[config.mk]
export PLATFORM = sky130hd
export DESIGN_NAME = fetch_pc_unit_flat
export DESIGN_NICKNAME = d
export VERILOG_FILES = /design/src/rtl/fetch_pc_if.sv /design/src/rtl/fetch_pc_unit.sv /design/src/flat_wrapper.sv
export SDC_FILE = /design/constraint.sdc
export NUM_CORES = 1
export LEC_CHECK = 0
export CAP_MARGIN = 20
export CORE_AREA = 2 2 115 117
export CTS_BUF_LIST = sky130_fd_sc_hd__clkbuf_4 sky130_fd_sc_hd__clkbuf_8 sky130_fd_sc_hd__clkbuf_16
export DETAILED_ROUTE_END_ITERATION = 16
export DIE_AREA = 0 0 117 119
export PLACE_DENSITY = 0.76
export SLEW_MARGIN = 0
export SYNTH_ARGS = -nofsm -noshare
export SYNTH_HDL_FRONTEND = slang
export SYNTH_SLANG_ARGS = --single-unit
[constraint.sdc]
create_clock -name clk -period 12.4 [get_ports clk]
set_input_delay 3.1 -clock clk [delete_from_list [all_inputs] [get_ports clk]]
set_output_delay 3.1 -clock clk [all_outputs]
set_load 0.03 [all_outputs]
[src/rtl/fetch_pc_if.sv]
// Fetch unit bundle: execute-stage redirect, instruction-memory request/response
// and the decode-side handshake. master = fetch unit, slave = its environment.
interface fetch_pc_if;
  logic        branchTaken;
  logic [31:0] targetADDR;
  logic        missaligned_exception;
  logic        imem_req;
  logic [31:0] imem_addr;
  logic        imem_gnt;
  logic        imem_rvalid;
  logic [31:0] imem_rdata;
  logic        if_valid;
  logic [31:0] if_instr;
  logic [31:0] if_pc;
  logic        if_ready;

  modport master (
    input  branchTaken, targetADDR, missaligned_exception,
    input  imem_gnt, imem_rvalid, imem_rdata, if_ready,
    output imem_req, imem_addr, if_valid, if_instr, if_pc
  );

  modport slave (
    output branchTaken, targetADDR, missaligned_exception,
    output imem_gnt, imem_rvalid, imem_rdata, if_ready,
    input  imem_req, imem_addr, if_valid, if_instr, if_pc
  );
endinterface

[src/rtl/fetch_pc_unit.sv]
// Fetch PC unit: sequential PC generation, single-outstanding imem request FSM,
// redirect/trap handling with stale-response discard, and a small {pc,instr}
// FIFO towards decode. Define FETCH_BUF2_EN for a 2-entry FIFO (default 1 entry).
module fetch_pc_unit #(
  parameter logic [31:0] RESET_PC = 32'h0000_0000,
  parameter logic [31:0] TRAP_VEC = 32'h0000_0010
) (
  input logic        clk,
  input logic        rst_n,
  fetch_pc_if.master fif
);
`ifdef FETCH_BUF2_EN
  localparam int DEPTH = 2;
`else
  localparam int DEPTH = 1;
`endif
  localparam logic [1:0] DEPTH_C  = 2'(DEPTH);
  localparam logic       PTR_LAST = 1'(DEPTH - 1);

  typedef enum logic [1:0] {S_REQ, S_WAIT, S_DISCARD} state_t;
  typedef struct packed {
    logic [31:0] pc;
    logic [31:0] instr;
  } entry_t;

  state_t      state, state_nxt;
  logic [31:0] fpc, req_pc, redir_pc;
  entry_t      fifo_q [DEPTH];
  entry_t      head;
  logic        rd_ptr, wr_ptr;
  logic [1:0]  count;
  logic        redirect, grant, push, pop, has_room;

  assign redirect = fif.missaligned_exception | fif.branchTaken;
  assign redir_pc = fif.missaligned_exception ? TRAP_VEC : {fif.targetADDR[31:2], 2'b00};

  // In REQ nothing is outstanding, so room means a free entry now or one freed by this pop.
  assign pop      = fif.if_valid & fif.if_ready;
  assign has_room = (count < DEPTH_C) | pop;
  assign fif.imem_req  = rst_n & (state == S_REQ) & has_room;
  assign fif.imem_addr = fpc;
  assign grant    = fif.imem_req & fif.imem_gnt;
  assign push     = (state == S_WAIT) & fif.imem_rvalid & ~redirect;

  assign head         = fifo_q[rd_ptr];
  assign fif.if_valid = (count != 2'd0);
  assign fif.if_pc    = fif.if_valid ? head.pc    : 32'h0;
  assign fif.if_instr = fif.if_valid ? head.instr : 32'h0;

  // Next state: a redirect while a response is in flight means that response must be dropped.
  always_comb begin
    state_nxt = state;
    case (state)
      S_REQ:     if (grant) state_nxt = redirect ? S_DISCARD : S_WAIT;
      S_WAIT: begin
        if (fif.imem_rvalid)  state_nxt = S_REQ;
        else if (redirect)    state_nxt = S_DISCARD;
      end
      S_DISCARD: if (fif.imem_rvalid) state_nxt = S_REQ;
      default:   state_nxt = S_REQ;
    endcase
  end

  // State register.
  always_ff @(posedge clk or negedge rst_n) begin
    if (!rst_n) state <= S_REQ;
    else        state <= state_nxt;
  end

  // Fetch PC: redirect wins over sequential advance; req_pc tags the in-flight fetch.
  always_ff @(posedge clk or negedge rst_n) begin
    if (!rst_n) begin
      fpc    <= RESET_PC;
      req_pc <= 32'h0;
    end else begin
      if (redirect)   fpc <= redir_pc;
      else if (grant) fpc <= fpc + 32'd4;
      if (grant) req_pc <= fpc;
    end
  end

  // FIFO pointers/occupancy; a redirect flushes everything that cycle.
  always_ff @(posedge clk or negedge rst_n) begin
    if (!rst_n) begin
      rd_ptr <= 1'b0;
      wr_ptr <= 1'b0;
      count  <= 2'd0;
    end else if (redirect) begin
      rd_ptr <= 1'b0;
      wr_ptr <= 1'b0;
      count  <= 2'd0;
    end else begin
      if (push) wr_ptr <= (wr_ptr == PTR_LAST) ? 1'b0 : wr_ptr + 1'b1;
      if (pop)  rd_ptr <= (rd_ptr == PTR_LAST) ? 1'b0 : rd_ptr + 1'b1;
      count <= count + 2'(push) - 2'(pop);
    end
  end

  // FIFO storage; contents are only visible while non-empty, so no reset needed.
  always_ff @(posedge clk) begin
    if (push) fifo_q[wr_ptr] <= '{pc: req_pc, instr: fif.imem_rdata};
  end
endmodule

[src/flat_wrapper.sv]
// flat-port wrapper written by rule: the top's interface ports become plain ports
module fetch_pc_unit_flat 
#(
  parameter logic [31:0] RESET_PC = 32'h0000_0000,
  parameter logic [31:0] TRAP_VEC = 32'h0000_0010
)
  (clk, rst_n, fif_branchTaken, fif_targetADDR, fif_missaligned_exception, fif_imem_gnt, fif_imem_rvalid, fif_imem_rdata, fif_if_ready, fif_imem_req, fif_imem_addr, fif_if_valid, fif_if_instr, fif_if_pc);
  fetch_pc_if fif_i ();
  input logic clk;
  input logic rst_n;
  input wire logic [$bits(fif_i.branchTaken)-1:0] fif_branchTaken;
  input wire logic [$bits(fif_i.targetADDR)-1:0] fif_targetADDR;
  input wire logic [$bits(fif_i.missaligned_exception)-1:0] fif_missaligned_exception;
  input wire logic [$bits(fif_i.imem_gnt)-1:0] fif_imem_gnt;
  input wire logic [$bits(fif_i.imem_rvalid)-1:0] fif_imem_rvalid;
  input wire logic [$bits(fif_i.imem_rdata)-1:0] fif_imem_rdata;
  input wire logic [$bits(fif_i.if_ready)-1:0] fif_if_ready;
  output wire logic [$bits(fif_i.imem_req)-1:0] fif_imem_req;
  output wire logic [$bits(fif_i.imem_addr)-1:0] fif_imem_addr;
  output wire logic [$bits(fif_i.if_valid)-1:0] fif_if_valid;
  output wire logic [$bits(fif_i.if_instr)-1:0] fif_if_instr;
  output wire logic [$bits(fif_i.if_pc)-1:0] fif_if_pc;
  assign fif_i.branchTaken = fif_branchTaken;
  assign fif_i.targetADDR = fif_targetADDR;
  assign fif_i.missaligned_exception = fif_missaligned_exception;
  assign fif_i.imem_gnt = fif_imem_gnt;
  assign fif_i.imem_rvalid = fif_imem_rvalid;
  assign fif_i.imem_rdata = fif_imem_rdata;
  assign fif_i.if_ready = fif_if_ready;
  assign fif_imem_req = fif_i.imem_req;
  assign fif_imem_addr = fif_i.imem_addr;
  assign fif_if_valid = fif_i.if_valid;
  assign fif_if_instr = fif_i.if_instr;
  assign fif_if_pc = fif_i.if_pc;
  fetch_pc_unit #(.RESET_PC(RESET_PC), .TRAP_VEC(TRAP_VEC)) u_core (.clk(clk), .rst_n(rst_n), .fif(fif_i));
endmodule
=== Word level (Yosys, flattened, before mapping) ===
Memory sizes are Yosys's and may differ from the RTL's.
Cells that the tools add are included.
Widths: inputs -> output; s select.

* Output and inout bits: 98
* Memories kept: 1
* ROM bits: 0
* Bits in writable memories: 64
* Bits in registers: 68
* Bits in latches: 0

* Div/mod/pow operators: 0
* Mux-type cells: 14
* Order comparisons: 1
* Shifts and indexed selects: 0
* Multiply operators: 0
* Reduce and logical (&&, ||, !) cells: 4
* Bitwise gates (word level): 9
* Add/subtract/negate cells: 3
* Eq/ne operators: 5

{| class="wikitable"
|+ Memory list
! name !! depth !! bits a word !! rd ports !! clocked after memory_dff !! write ports !! line !! text
|-
| u_core.fifo_q || 1 || 64 || 1 || 0 || 1 || fetch_pc_unit.sv:28 || <nowiki>entry_t fifo_q [DEPTH];</nowiki>
|}

{| class="wikitable"
|+ Operators with widths
! kind !! number
|-
| $mux 32 || 5
|-
| $add 32x3->32 const B || 1
|-
| $mux 2 || 6
|-
| $and 1x1->1 || 6
|-
| $pmux 2 s3 || 1
|-
| $reduce_bool 2->1 || 2
|-
| $ne 3x2->1 const B || 1
|-
| $reduce_and 3->1 || 1
|-
| $add 2x1->2 || 1
|-
| $eq 2x1->1 const B || 1
|-
| $eq 2x2->1 const B || 1
|-
| $logic_not 2->1 || 1
|-
| $lt 2x1->1 const B || 1
|-
| $mux 1 || 2
|-
| $ne 2x1->1 const B || 1
|-
| $ne 2x2->1 const B || 1
|-
| $or 1x1->1 || 2
|-
| $sub 2x1->2 || 1
|-
| $not 1->1 || 1
|}

=== Logic depth before layout (Yosys ltp) ===
* Depth in word-level cells: 7
* Mapped depth: 8

=== Least setup slack after synthesis ===
No wires, ideal clock.

* Path kind: in2reg
* From: in fif_branchTaken
* To: reg u_core.count[1]
* Setup time: 0.129 ns
* Stages on the path: 8
* Arrival: 9.017 ns
* Buffers on the path: 2
* Path slack: 3.254 ns
* Required time: 12.271 ns
* Cells stage by stage: clkbuf_1 -> or2_2 -> clkbuf_1 -> nor3_1 -> ha_1 -> xor2_1 -> xnor2_1 -> nor2_1

* Cells in the longest elaborated chain, start to end: 6

{| class="wikitable"
|+ RTL lines
! element !! line !! text
|-
| start, declared || flat_wrapper.sv:11 || <nowiki>input wire logic [$bits(fif_i.branchTaken)-1:0] fif_branchTaken;</nowiki>
|-
| $or 1x1->1 || fetch_pc_unit.sv:34 || <nowiki>assign redirect = fif.missaligned_exception | fif.branchTaken;</nowiki>
|-
| $not 1->1 || fetch_pc_unit.sv:43 || <nowiki>assign push = (state == S_WAIT) & fif.imem_rvalid & ~redirect;</nowiki>
|-
| $and 1x1->1 || fetch_pc_unit.sv:43 ||
|-
| via u_core.push || fetch_pc_unit.sv:32 || <nowiki>logic redirect, grant, push, pop, has_room;</nowiki>
|-
| $add 2x1->2 || fetch_pc_unit.sv:95 || <nowiki>count <= count + 2'(push) - 2'(pop);</nowiki>
|-
| $sub 2x1->2 || fetch_pc_unit.sv:95 ||
|-
| $mux 2 || fetch_pc_unit.sv:88 || <nowiki>end else if (redirect) begin</nowiki>
|-
| end signal, assigned || fetch_pc_unit.sv:95 ||
|-
| end, declared || fetch_pc_unit.sv:31 || <nowiki>logic [1:0] count;</nowiki>
|}

The timed path passes the listed nets, and every way through them passes these cells.
A chain may end at the register's enable or synchronous reset.

=== Worst setup path after layout ===
* From: in fif_if_ready
* To: out fif_imem_req

* Cells in the longest elaborated chain, start to end: 3

{| class="wikitable"
|+ RTL lines
! element !! line !! text
|-
| start, declared || flat_wrapper.sv:17 || <nowiki>input wire logic [$bits(fif_i.if_ready)-1:0] fif_if_ready;</nowiki>
|-
| $and 1x1->1 || fetch_pc_unit.sv:38 || <nowiki>assign pop = fif.if_valid & fif.if_ready;</nowiki>
|-
| $or 1x1->1 || fetch_pc_unit.sv:39 || <nowiki>assign has_room = (count < DEPTH_C) | pop;</nowiki>
|-
| $and 1x1->1 || fetch_pc_unit.sv:40 || <nowiki>assign fif.imem_req = rst_n & (state == S_REQ) & has_room;</nowiki>
|-
| end, declared || flat_wrapper.sv:18 || <nowiki>output wire logic [$bits(fif_i.imem_req)-1:0] fif_imem_req;</nowiki>
|}

Every way passes these cells.

==> metrics.log <==
INFO  metric post_drt_via_cell_ratio = 5.05
INFO  metric synth_top_cells_by_area = edfxtp_1 33%, dfrtp_1 29%, nor2b_1 7.3%
INFO  metric core_occupancy_in_the_finished_layout = 62.2%
INFO  metric initial_utilization = 43.5%
INFO  metric report.final.slew_viol_count = 0
INFO  metric switching_share = 21.4%
INFO  metric antenna_found_initial = 0
INFO  metric grt_setup_unrepaired = false
INFO  metric timing.critical_path.from_type = input port
INFO  metric syn-mean-instance-area = 12.1 um^2
INFO  metric number_of_i_o_port_buffers = between 150 and 200
INFO  metric cts-root-to-sink-buffers = 2
INFO  metric via_count_of_the_first_global_routing_pass = 4127
INFO  metric max_slew_headroom = 41.0%
INFO  metric synthesis.yosys.warnings = 0
INFO  metric post-synth-top-area-cell = edfxtp_1
INFO  metric cts_sinks = 126
INFO  metric synth_edf_count = 62
INFO  metric cts_resized = 0
INFO  metric setup_total_negative_slack = 0 ns
INFO  metric design.portCount = 169
INFO  metric final_layout_size_suffix_gt1_share = 12.3%
INFO  metric worst_ep_arrival_time = between 4 and 5 ns
INFO  metric power_leakage = 3.14 nW
INFO  metric dp.final_hpwl = 9360 um
INFO  metric achievable-frequency = 125 MHz
INFO  metric status = finished, final reports clean
INFO  metric pwr_density_cell = 136 nW/um^2
INFO  metric num_vias = between 4000 and 5000
INFO  metric cts-buffers-inserted = 17
INFO  metric syn-instance-count = 464
INFO  metric worst-endpoint-required = 9.30 ns
INFO  metric core-area = around 13000 um^2
INFO  metric drt_first_pass_iters = 4
INFO  metric holdCritPathClass = flop to flop
INFO  metric layout-area-overhead-vs-synth = 42.8%
INFO  metric sequential_element_share_of_the_synthesized_area = 61.8%
INFO  metric root_buffer = clkbuf_16
INFO  metric drt.antenna.violating_nets = 0
INFO  metric hold_viol_final = 0
INFO  metric cts_setup_buffers = 0
INFO  metric fp.dieH = around 120 um
INFO  metric synth_register_bits = 126
INFO  metric design.die.area = 13900 um^2
INFO  metric p_int = 0.855 mW
INFO  metric cts_tree = done
INFO  metric clock_power_share = 45.4%
INFO  metric mappedNetlistArea = between 5000 and 6000 um^2
INFO  metric ys_types = 48
INFO  metric antenna_cells = 0
INFO  metric post-route-min-period = approximately 8 ns
INFO  metric die_width = 117 um
INFO  metric postSynth.asyncResetShare = 50.8%
INFO  metric rows = 42
INFO  metric clkLatencyLatePin = 0.40 ns
INFO  metric ir_worst_vdd = 92.6 uV
INFO  metric route.detailed.wl_per_inst = 16.3 um
INFO  metric drt-total-wl = 13300 um
INFO  metric timing.hold.ws = 0.440 ns
INFO  metric path_max_fanout = 9
INFO  metric synth_largest_type_area_fraction = 33.2%
INFO  metric final_nets = 703
INFO  metric grt_usage = approximately a fifth
INFO  metric gpl.final_weighted_congestion = roughly 0.79
INFO  metric synthFlopType = dfrtp_1
INFO  metric timing.setup.critical_path_class = input port to output pin
INFO  metric grt_max_degree = 66
INFO  metric clock_skew = 0.00888 ns
INFO  metric ctsHoldBuffers = 0
INFO  metric comb_power_share = approximately a tenth
INFO  metric htree_num_levels = 4
INFO  metric global_route_wire_length_before_repair = 20800 um
INFO  metric finalSetupViolations = 0
INFO  metric switchingPower = 0.233 mW
INFO  metric gr-total-overflow = 0
INFO  metric critPathCaptureType = output pin
INFO  metric power.share.sequential = 44.8%
INFO  metric cap_viol_max_count = 0
INFO  metric clk_pin_slew_worst_paths = ~0.050 ns
INFO  metric drcViolationCount = 0
INFO  metric fin_crit_sh = 64.5%
INFO  metric worst_pin_slew = around 0.88 ns
INFO  metric first_iter_violations = 277
## final cells by class
class | instances | area [um^2]
inverters | 23 | 86.3
flip-flops and latches | 126 | 3460
repair buffers | 169 | 1670
fillers | 1026 | 4870
well taps | 176 | 220
multi-input cells | 292 | 1960
clock inverters | 6 | 82.6
clock buffers | 26 | 523
## cell usage in the layout (no fill, tap or decap), types with 11 or more instances in the layout
cell,netlist,routed
xor2_1,13,13
nand3_1,11,11
nor3_1,13,12
nand2_1,35,35
mux2_2,26,26
nor2b_1,65,65
clkbuf_16,0,18
dfrtp_1,64,64
o21ai_0,11,11
a21oi_1,23,23
clkdlybuf4s50_1,0,161
nor2_1,13,12
o21a_1,15,15
edfxtp_1,62,62
inv_1,23,23
## metrics by stage
| stage | total power [mW] | instances | area (um^2) | setup WS [ns] |
|---|---|---|---|---|
| after floorplan | 0.548 | 467 | 5620 | 3.25 |
| after global routing | 1.13 | 818 | 8000 | 4.34 |
| final | 1.09 | 818 | 8000 | 4.40 |
| after CTS | 1.10 | 818 | 8000 | 4.40 |
| after global placement | 0.598 | 786 | 7400 | 4.43 |
| after detailed placement | 0.601 | 786 | 7400 | 4.42 |
## power groups by stage
stage / logic [mW] / clock network (mW) / registers [mW]
2_1_floorplan: 0.0467 / 0 / 0.501
3_3_place_gp: 0.104 / 0 / 0.493
3_5_place_dp: 0.106 / 0 / 0.495
4_1_cts: 0.107 / 0.504 / 0.487
5_1_grt: 0.115 / 0.523 / 0.490
6_report: 0.106 / 0.494 / 0.488
## synth_stat cells (2+ instances only)
master,number
nor3_2,3
o21ai_0,11
a21oi_1,23
dfrtp_1,64
edfxtp_1,62
nor4_1,2
nor2_1,13
nand4_1,7
a211oi_1,2
nor3_1,13
and4_1,5
xor2_1,13
mux2i_1,5
ha_1,3
and2_1,3
inv_1,23
nand3_1,11
nand2_1,35
xnor2_1,10
nor2b_1,65
o21a_1,15
mux2_2,26
buf_4,4
clkbuf_1,15
buf_2,6
and3_1,2
nand4_2,2
## path summary, 6_finish.rpt
kind / from / endpoint / slack [ns] / cells after the start
min in group asynchronous: rst_n / u_core.req_pc[22]$_DFFE_PN0P_ / 2.95 / 2
max in group asynchronous: rst_n / u_core.fif.imem_addr[10]$_DFFE_PN0P_ / 8.91 / 2
min reg2reg: u_core.req_pc[23]$_DFFE_PN0P_ / u_core.fifo_q[0][55]$_DFFE_PP_ / 0.44 / 0
max: fif_if_ready / fif_imem_req / 4.40 / 4
max reg2reg: u_core.count[0]$_DFF_PN0_ / u_core.fif.imem_addr[29]$_DFFE_PN0P_ / 9.67 / 5
min: u_core.req_pc[23]$_DFFE_PN0P_ / u_core.fifo_q[0][55]$_DFFE_PP_ / 0.44 / 0
## logic make-up after synthesis
logic type	synth area share, %
other	0.0669
flip-flops	61.8
XOR/XNOR	3.59
AO/OA/AOI/OAI	6.59
AND/OR/NAND/NOR	17.5
multiplexers	6.12
adder cells (fa/ha/maj)	0.670
buffers and inverters	3.68
## registers in the layout, indices dropped and copies added (netlist names)
name                  flops
u_core.fifo_q            62
u_core.fif.imem_addr     30
u_core.req_pc            30
u_core.count              2
u_core.state              2
## critical path, cell delays in order
cell             delay [ns]
clkdlybuf4s50_1        0.47
o21bai_1               0.37
and3_1                 0.26
clkdlybuf4s50_1        0.69
## metal layers
layer	up-vias	global-route usage (%)	share of wire, %
li1	1949	-	-
met1	2011	24.1	41
met2	152	31.6	49
met3	15	6.72	7.9
met4	0	8.24	1.3
met5	-	0	0
Power figures use the tool's default switching activity.
